## config.mk

```make
export PLATFORM = sky130hd
export DESIGN_NAME = ether_rx
export DESIGN_NICKNAME = d
export VERILOG_FILES = /design/src/rtl/ether_pkg.sv /design/src/rtl/ether_rx.sv
export SDC_FILE = /design/constraint.sdc
export NUM_CORES = 1
export LEC_CHECK = 0
export ABC_AREA = 0
export BUFFER_PORTS_ARGS = -buffer_cell sky130_fd_sc_hd__clkbuf_2
export CAP_MARGIN = 20
export CORE_ASPECT_RATIO = 1.5
export CORE_MARGIN = 5
export CORE_UTILIZATION = 50
export CTS_BUF_LIST = sky130_fd_sc_hd__clkbuf_4
export DETAILED_ROUTE_END_ITERATION = 7
export PLACE_DENSITY = 0.67
export SETUP_SLACK_MARGIN = 0.1
export SLEW_MARGIN = 25
export SYNTH_ARGS = -nofsm -noshare
export SYNTH_HDL_FRONTEND = slang
export SYNTH_SLANG_ARGS = --single-unit
export TNS_END_PERCENT = 100
```

## constraint.sdc

```tcl
create_clock -name clk -period 2.2 [get_ports clk]
set_clock_uncertainty 0.15 [all_clocks]
set_input_delay 0.33 -clock clk [delete_from_list [all_inputs] [get_ports clk]]
set_output_delay 0.33 -clock clk [all_outputs]
set_load 0.05 [all_outputs]
```

## src/rtl/ether_pkg.sv

```systemverilog
// Shared RMII receive types and framing constants, also used by the
// downstream dibit-reorder and checksum stages.
package ether_pkg;

    typedef enum logic [1:0] {
        IDLE     = 2'd0,
        PREAMBLE = 2'd1,
        PAYLOAD  = 2'd2,
        DROP     = 2'd3
    } ether_rx_state_t;

    localparam logic [1:0] PRE_DIBIT = 2'b01;
    localparam logic [1:0] SFD_DIBIT = 2'b11;

endpackage

```

## src/rtl/ether_rx.sv

```systemverilog
// RMII receive front end: checks preamble/SFD, strips it and streams the
// payload dibits (FCS included) one cycle after sampling, with framing flags.
module ether_rx
    import ether_pkg::*;
#(
    parameter int MIN_PRE_DIBITS   = 28,
    parameter int MAX_FRAME_DIBITS = 6104,
    parameter int CNT_W            = 13
) (
    input  logic       clk,
    input  logic       rst_n,
    input  logic       crsdv,
    input  logic [1:0] rxd,
    output logic       axiov,
    output logic [1:0] axiod,
    output logic       sof,
    output logic       eof,
    output logic       odd_len,
    output logic       bad_pre,
    output logic       too_long
);

    localparam logic [CNT_W-1:0] MIN_PRE = CNT_W'(MIN_PRE_DIBITS);
    localparam logic [CNT_W-1:0] MAX_PAY = CNT_W'(MAX_FRAME_DIBITS);

    ether_rx_state_t  state_q, state_d;
    logic [CNT_W-1:0] pre_cnt_q, pre_cnt_d;
    logic [CNT_W-1:0] pay_cnt_q, pay_cnt_d;
    logic             axiov_q, axiov_d;
    logic [1:0]       axiod_q, axiod_d;
    logic             sof_q, sof_d;
    logic             eof_q, eof_d;
    logic             odd_len_q, odd_len_d;
    logic             bad_pre_q, bad_pre_d;
    logic             too_long_q, too_long_d;

    always_comb begin
        state_d    = state_q;
        pre_cnt_d  = pre_cnt_q;
        pay_cnt_d  = pay_cnt_q;
        axiov_d    = 1'b0;
        axiod_d    = 2'b00;
        sof_d      = 1'b0;
        eof_d      = 1'b0;
        odd_len_d  = 1'b0;
        bad_pre_d  = 1'b0;
        too_long_d = 1'b0;

        case (state_q)
            IDLE: begin
                if (crsdv) begin
                    if (rxd == PRE_DIBIT) begin
                        state_d   = PREAMBLE;
                        pre_cnt_d = CNT_W'(1);
                    end else begin
                        state_d   = DROP;
                        bad_pre_d = 1'b1;
                    end
                end
            end
            PREAMBLE: begin
                if (!crsdv) begin
                    state_d   = IDLE;
                    bad_pre_d = 1'b1;
                end else if (rxd == PRE_DIBIT) begin
                    if (pre_cnt_q != '1) begin
                        pre_cnt_d = pre_cnt_q + CNT_W'(1);
                    end
                end else if (rxd == SFD_DIBIT && pre_cnt_q >= MIN_PRE) begin
                    state_d   = PAYLOAD;
                    pay_cnt_d = '0;
                end else begin
                    state_d   = DROP;
                    bad_pre_d = 1'b1;
                end
            end
            PAYLOAD: begin
                if (!crsdv) begin
                    state_d   = IDLE;
                    eof_d     = 1'b1;
                    odd_len_d = (pay_cnt_q[1:0] != 2'b00);
                end else if (pay_cnt_q >= MAX_PAY) begin
                    // Overlong frame is cut without eof so downstream discards it.
                    state_d    = DROP;
                    too_long_d = 1'b1;
                end else begin
                    axiov_d   = 1'b1;
                    axiod_d   = rxd;
                    sof_d     = (pay_cnt_q == '0);
                    pay_cnt_d = pay_cnt_q + CNT_W'(1);
                end
            end
            DROP: begin
                if (!crsdv) begin
                    state_d = IDLE;
                end
            end
            default: begin
                state_d = DROP;
            end
        endcase
    end

    always_ff @(posedge clk) begin
        if (!rst_n) begin
            state_q    <= DROP;
            pre_cnt_q  <= '0;
            pay_cnt_q  <= '0;
            axiov_q    <= 1'b0;
            axiod_q    <= 2'b00;
            sof_q      <= 1'b0;
            eof_q      <= 1'b0;
            odd_len_q  <= 1'b0;
            bad_pre_q  <= 1'b0;
            too_long_q <= 1'b0;
        end else begin
            state_q    <= state_d;
            pre_cnt_q  <= pre_cnt_d;
            pay_cnt_q  <= pay_cnt_d;
            axiov_q    <= axiov_d;
            axiod_q    <= axiod_d;
            sof_q      <= sof_d;
            eof_q      <= eof_d;
            odd_len_q  <= odd_len_d;
            bad_pre_q  <= bad_pre_d;
            too_long_q <= too_long_d;
        end
    end

    assign axiov    = axiov_q;
    assign axiod    = axiod_q;
    assign sof      = sof_q;
    assign eof      = eof_q;
    assign odd_len  = odd_len_q;
    assign bad_pre  = bad_pre_q;
    assign too_long = too_long_q;

endmodule
```

-- Yosys cells after proc, flatten, opt, wreduce, memory -nomap -nowiden
Index checks and enable logic that the tools add are counted.
- latch bits: 0
- memory bits (read-only): 0
- RAM bits: 0
- output and inout port bits: 8
- memories: 0
- logic and storage cells: 78
- register bits: 36
- bits of input ports: 5
- muxes and demuxes: 30
- div/mod/pow operators: 0
- $lt $le $gt $ge: 2
- equal/unequal tests: 18
- add/sub/neg operators: 2
- bitwise logic cells: 3
- shifts and indexed selects: 0
- reduce and logical (&&, ||, !) cells: 13
- $mul: 0
- operator list (cell ; number):
    13-bit two-way mux ; 10
    13-bit case mux with 2 select lines ; 2
    13-bit by 1-bit adder with 13-bit output, second input constant ; 2
    2-bit inequality test, second input constant ; 10
    2-bit two-way mux ; 7
    13-bit greater-or-equal comparator, second input constant ; 1
    13-bit by 5-bit greater-or-equal comparator with 1-bit output, second input constant ; 1
    13-bit logical NOT ; 1
    13-bit inequality test, second input constant ; 1
    6-bit AND reduction ; 2
    1-bit two-way mux ; 9
    2-bit case mux with 4 select lines ; 1
    2-bit == test, second input constant ; 3
    3-bit inequality test, second input constant ; 2
    2-bit nonzero test ; 3
    2-bit by 1-bit == test with 1-bit output, second input constant ; 2
    4-bit AND reduction ; 1
    4-bit OR reduction ; 1
    1-bit NOT ; 3
    3-bit AND reduction ; 1
    3-bit OR reduction ; 1
    2-bit logical NOT ; 1
    1-bit case mux with 2 select lines ; 1
    2-bit AND reduction ; 1
    1-bit logical AND ; 1

-- Depth between registers and ports, before layout
- depth in word-level cells: 6
- depth in mapped cells: 7
- gate-level depth less buffers: 6

-- Least setup slack after synthesis
Ideal clock, no wire load.
- path type: register to register
- start: register pre_cnt_q[6]
- end: register pay_cnt_q[12]
- buffers on the path: 1
- required time: 1.933 ns
- path slack: 0.284 ns
- setup time: 0.117 ns
- arrival time: 1.649 ns
- cell stages (with the launch flop): 7
- cells stage by stage: dfxtp_1 or4_4 nor3_4 or3_4 buf_4 a21oi_1 a22o_1
- longest elaborated chain between the ends: 4
- ends and longest elaborated chain (what ; RTL line ; source):
    start, declared ; ether_rx.sv:27 ; logic [CNT_W-1:0] pre_cnt_q, pre_cnt_d;
    start signal, assigned ; ether_rx.sv:118 ; pre_cnt_q <= pre_cnt_d;
    13-bit by 5-bit greater-or-equal comparator with 1-bit output ; ether_rx.sv:69 ; end else if (rxd == SFD_DIBIT && pre_cnt_q >= MIN_PRE) begin
    1-bit logical AND ; ether_rx.sv:69 ;
    2-bit inequality test (no line) ; -- ;
    6-bit AND reduction (no line) ; -- ;
    end signal, assigned ; ether_rx.sv:119 ; pay_cnt_q <= pay_cnt_d;
    end, declared ; ether_rx.sv:28 ; logic [CNT_W-1:0] pay_cnt_q, pay_cnt_d;
Every way passes these cells.
A chain may end at the register's enable or synchronous reset.

-- Worst setup path after layout
Ends and elaborated chain as after synthesis.

==> impl.org <==
** Clock tree
- After clock tree synthesis, the clock-pin slew on the worst setup and hold paths is around 0.11 ns.
- CTS root buf :: clkbuf_4
- Number of buffers inserted for hold repair after clock tree synthesis :: 0
- The clock passes through at most 2 buffers.
- For this design, the sink count on the clock tree is 36.
- Clock tree from TritonCTS :: built
- Insertion delay of the later-clocked pin in the worst-skew pair :: 0.34 ns
- Number of buffers created by CTS :: 5
- In this run the number of H-tree levels came out at 2.

** STA
- Final worst setup slack :: approximately 0.20 ns
- Timing would allow up to about 0.5 GHz.
- In the finished design, the share of the clock period the worst path needs comes to between 90% and 100%.
- Total negative slack for setup checks :: 0 ns
- At the pin with the least slew margin, the transition time is approximately 0.41 ns.
- The routed design could run at a clock period as short as between 1.5 and 2 ns.
- Final-report max-slew violation count :: 0
- Setup Viol. Count Final :: 0
- RSZ-0062 raised after global routing :: true
- Normalized max-slew margin :: about 72%
- The number of endpoints with negative hold slack in the final report was 0.

** Status
- The flow ran to the end, and the final reports show no timing, DRC or antenna violations.

** Floorplanning
- I/O pin count :: 13
- Die W :: 60.0 um
- Placement Rows :: 27
- The die covers 0.00510 sq mm.
- Starting density of the core :: 51.4%
- The floorplan step set the die height to 85.0 um.
- The region available for standard cell placement spans 0.00365 sq mm.

** Pwr
- Cell area power density :: between 500 and 600 mW/mm^2
- Clock share of power :: 31.7%
- Share of total power in combinational logic :: 8.2%
- In this run switching power makes up 26.5% of total power.
- IR analysis of the VDD net gives a maximum drop of 0.306 mV.
- The analysis attributes to cell leakage a power of 0.851 nW.
- The internal portion of the total power is 814 uW.
- Registers are responsible for 60.2% of the overall power.
- Summed over all nets, the switching power comes to just under 300 uW.

** Global routing
- Final global-route overflow total :: 0
- First-pass GRT wire length :: about 7000 um
- In the global route stage, met2 resource usage came out at roughly 30%.
- Number of antenna violations at the first check in global routing :: 0
- For met1 alone, demand over resource in global routing was approximately 20%.
- Entering global routing, the biggest net connects 27 pins.
- The number of global-route vias before repair is around 1600.
- Global routing consumed, on the met3 layer, 4.11% of the routing resources.
- Global routing used approximately 17% of the available tracks across all layers.
- Gr busiest metal :: met2

** Finish
- Number of antenna cells inserted :: 0
- The final layout contains around 250 nets.
- Filler instances :: 342
- Relative area change from synthesis to final layout :: 14.9%
- Fraction of layout cells with a size suffix above 1 :: 23.6%

** Yosys
- The synthesized design contains 36 register bits.
- Share of the yosys chip area belonging to registers :: about two fifths
- Asr flop ratio synth :: 0%
- Count of distinct cell types in the synthesized netlist :: 46
- Yosys printed 0 warnings.
- The number of nets in the synthesized netlist is 221.
- Count of mapped cells out of synthesis :: 212
- Top FF cell, synth :: dfxtp_1
- Mapped cell area :: ~0.0019 sq mm
- Synthesized area per cell :: around 8.9 sq um
- The synthesized design contains 0 enable-type register cells.

** Drt
- Via count of the routed design :: 1629
- After detailed routing, the number of remaining DRC violations is 0.
- In the final routed layout, each cell accounts on average for about 14 um.
- DR pass1 iterations :: 4
- Via density :: 5.64
- Summed over all layers, the routed wires come to 4140 um.
- Detailed Route Iter0 Violations :: 46
- Final ANT Viol Nets :: 0

** Worst setup path
- The setup path with the least slack is of type reg2reg.
- Slowest cell delay on critical path :: 0.55 ns
- STA puts the critical path data arrival time at 2.09 ns.
- The slowest stage of the critical path belongs to the cell or4_4.
- Type of origin of the critical path :: register
- Worst-path fanout max :: 12
- At the worst endpoint, the required time is 2.29 ns.
- Launch point of the critical path :: pre_cnt_q[6]
- The worst setup path is captured at a register.
- Cell-by-cell trace of the critical path :: or4_4, nor3_4, or3_4, a21oi_1, a22o_1
- The startpoint identified for the worst register-to-register timing path is pre_cnt_q[6].

** Run
- Max-cap check violation count :: 0

** Placed design
- At the placement stage, the worst setup path has a slack of approximately 0.15 ns.
- The HPWL after detailed placement is 2870 um.
- Count of port buffers added during placement :: 12
- The congestion estimate from routability-driven global placement came to 0.917.

** Worst hold path
- The worst hold path belongs to the class in2reg.
- Worst Hold Launch :: crsdv
==> cell type report <==
class / instances / area, sq um / share of cell area (%)
Sequential cell: 36 / 728 / 33.8
Multi-Input combinational cell: 163 / 1090 / 50.4
Clock inverter: 3 / 17.5 / 0.813
Clock buffer: 5 / 37.5 / 1.74
Tap cell: 43 / 53.8 / 2.50
Inverter: 8 / 30.0 / 1.39
Timing Repair Buffer: 31 / 203 / 9.40
==> flip-flops by register name, summed over array words and instances (netlist names) <==
name / flops
axiov: 1
eof: 1
odd_len: 1
pay_cnt_q: 13
bad_pre: 1
state_q: 2
pre_cnt_q: 13
axiod: 2
too_long: 1
sof: 1
==> per-stage QoR <==
stage | total power [mW] | util, % | cell area, sq um | instances | hold slack, ns
3_3_place_gp | 0.763 | 55.9 | 2040 | 276 | 0.318
3_5_place_dp | 0.764 | 55.9 | 2040 | 276 | 0.335
2_1_floorplan | 0.745 | - | 1880 | 212 | 0.242
5_1_grt | 1.16 | 59.1 | 2160 | 289 | 0.0861
6_report | 1.11 | 59.1 | 2160 | 289 | 0.0950
4_1_cts | 1.11 | 57.4 | 2100 | 284 | 0.0710
==> repair_timing <==
action | 4_1_cts | 5_1_grt
resized for setup | 0 | 7
setup endpoints to repair | 0 | 9
setup buffers | 0 | 3
==> per-layer routing <==
| metal | share of wire (%) | wire (um) |
|---|---|---|
| met5 | 0 | 0 |
| met4 | 3.5 | 144 |
| met3 | 4.0 | 164 |
| met2 | 53 | 2180 |
| met1 | 40 | 1650 |
==> path summary, 6_finish.rpt <==
path                            slack [ns]  cells past startpoint            end
worst max-delay path                  0.20                      5  pay_cnt_q[12]
worst min-delay path                   0.1                      2            eof
worst max register to register        0.20                      5  pay_cnt_q[12]
worst min register to register        0.35                      2  pay_cnt_q[10]
==> synth_stat cells (2+ instances only) <==
library cell,instances,area [sq um]
a21oi_1,13,65.1
a31oi_1,2,12.5
and2_1,6,37.5
and3_1,3,18.8
and3_2,2,15.0
and4_1,3,26.3
buf_12,2,40.0
clkbuf_1,3,11.3
dfxtp_1,36,721
ha_1,4,50.1
inv_1,8,30.0
mux2i_1,13,130
nand2_1,28,105
nand2b_1,6,37.5
nand3_1,9,45.0
nand4_1,5,31.3
nor2_1,13,48.8
nor3_1,4,20.0
nor4_1,2,12.5
o211ai_1,2,15.0
o21ai_0,8,40.0
o21ai_1,3,15.0
or2b_1,6,45.0
or3_1,3,18.8
or4_4,2,22.5
xor2_1,6,52.6
==> cells by family (layout without fill, tap and decap cells) <==
logic type	after synthesis	count (layout)	synth area share (%)
XOR/XNOR	6	6	2.80
flip-flops	36	36	38.4
multiplexers	13	13	6.93
adder cells (fa/ha/maj)	4	4	2.67
buffers and inverters	15	47	5.33
AO/OA/AOI/OAI	37	39	12.9
AND/OR/NAND/NOR	101	101	31.0
==> worst max-delay path, delay by kind of cell (launching register included) <==
kind	cells	cell delay, ns
flip-flops	1	0.36
AO/OA/AOI/OAI	2	0.29
AND/OR/NAND/NOR	3	1.08
==> power groups by stage <==
stage                     logic (mW)  registers [mW]  clock network, mW
after floorplan               0.0546           0.691                  0
after global placement        0.0820           0.681                  0
after detailed placement      0.0829           0.681                  0
after CTS                     0.0831           0.666              0.364
after global routing          0.0998           0.667              0.397
final                         0.0904           0.666              0.350
==> cell usage in the layout, fill, tap and decap left out, drive strengths merged, types with 2 or more instances in the layout <==
cell type | Yosys | routed
dfxtp | 36 | 36
nand2 | 28 | 28
buf | 4 | 19
clkbuf | 3 | 17
a21oi | 14 | 14
mux2i | 13 | 13
nor2 | 13 | 13
o21ai | 11 | 11
inv | 8 | 9
nand3 | 9 | 9
nand2b | 6 | 6
and2 | 6 | 6
or2b | 6 | 6
xor2 | 6 | 6
nand4 | 6 | 6
and3 | 6 | 6
nor3 | 5 | 5
ha | 4 | 4
or3 | 4 | 4
and4 | 3 | 3
or4 | 3 | 3
o41a | 1 | 3
a31oi | 2 | 2
nor4 | 2 | 2
o211ai | 2 | 2
clkinv | 0 | 2
No activity file was read; power rests on OpenSTA's default activity.
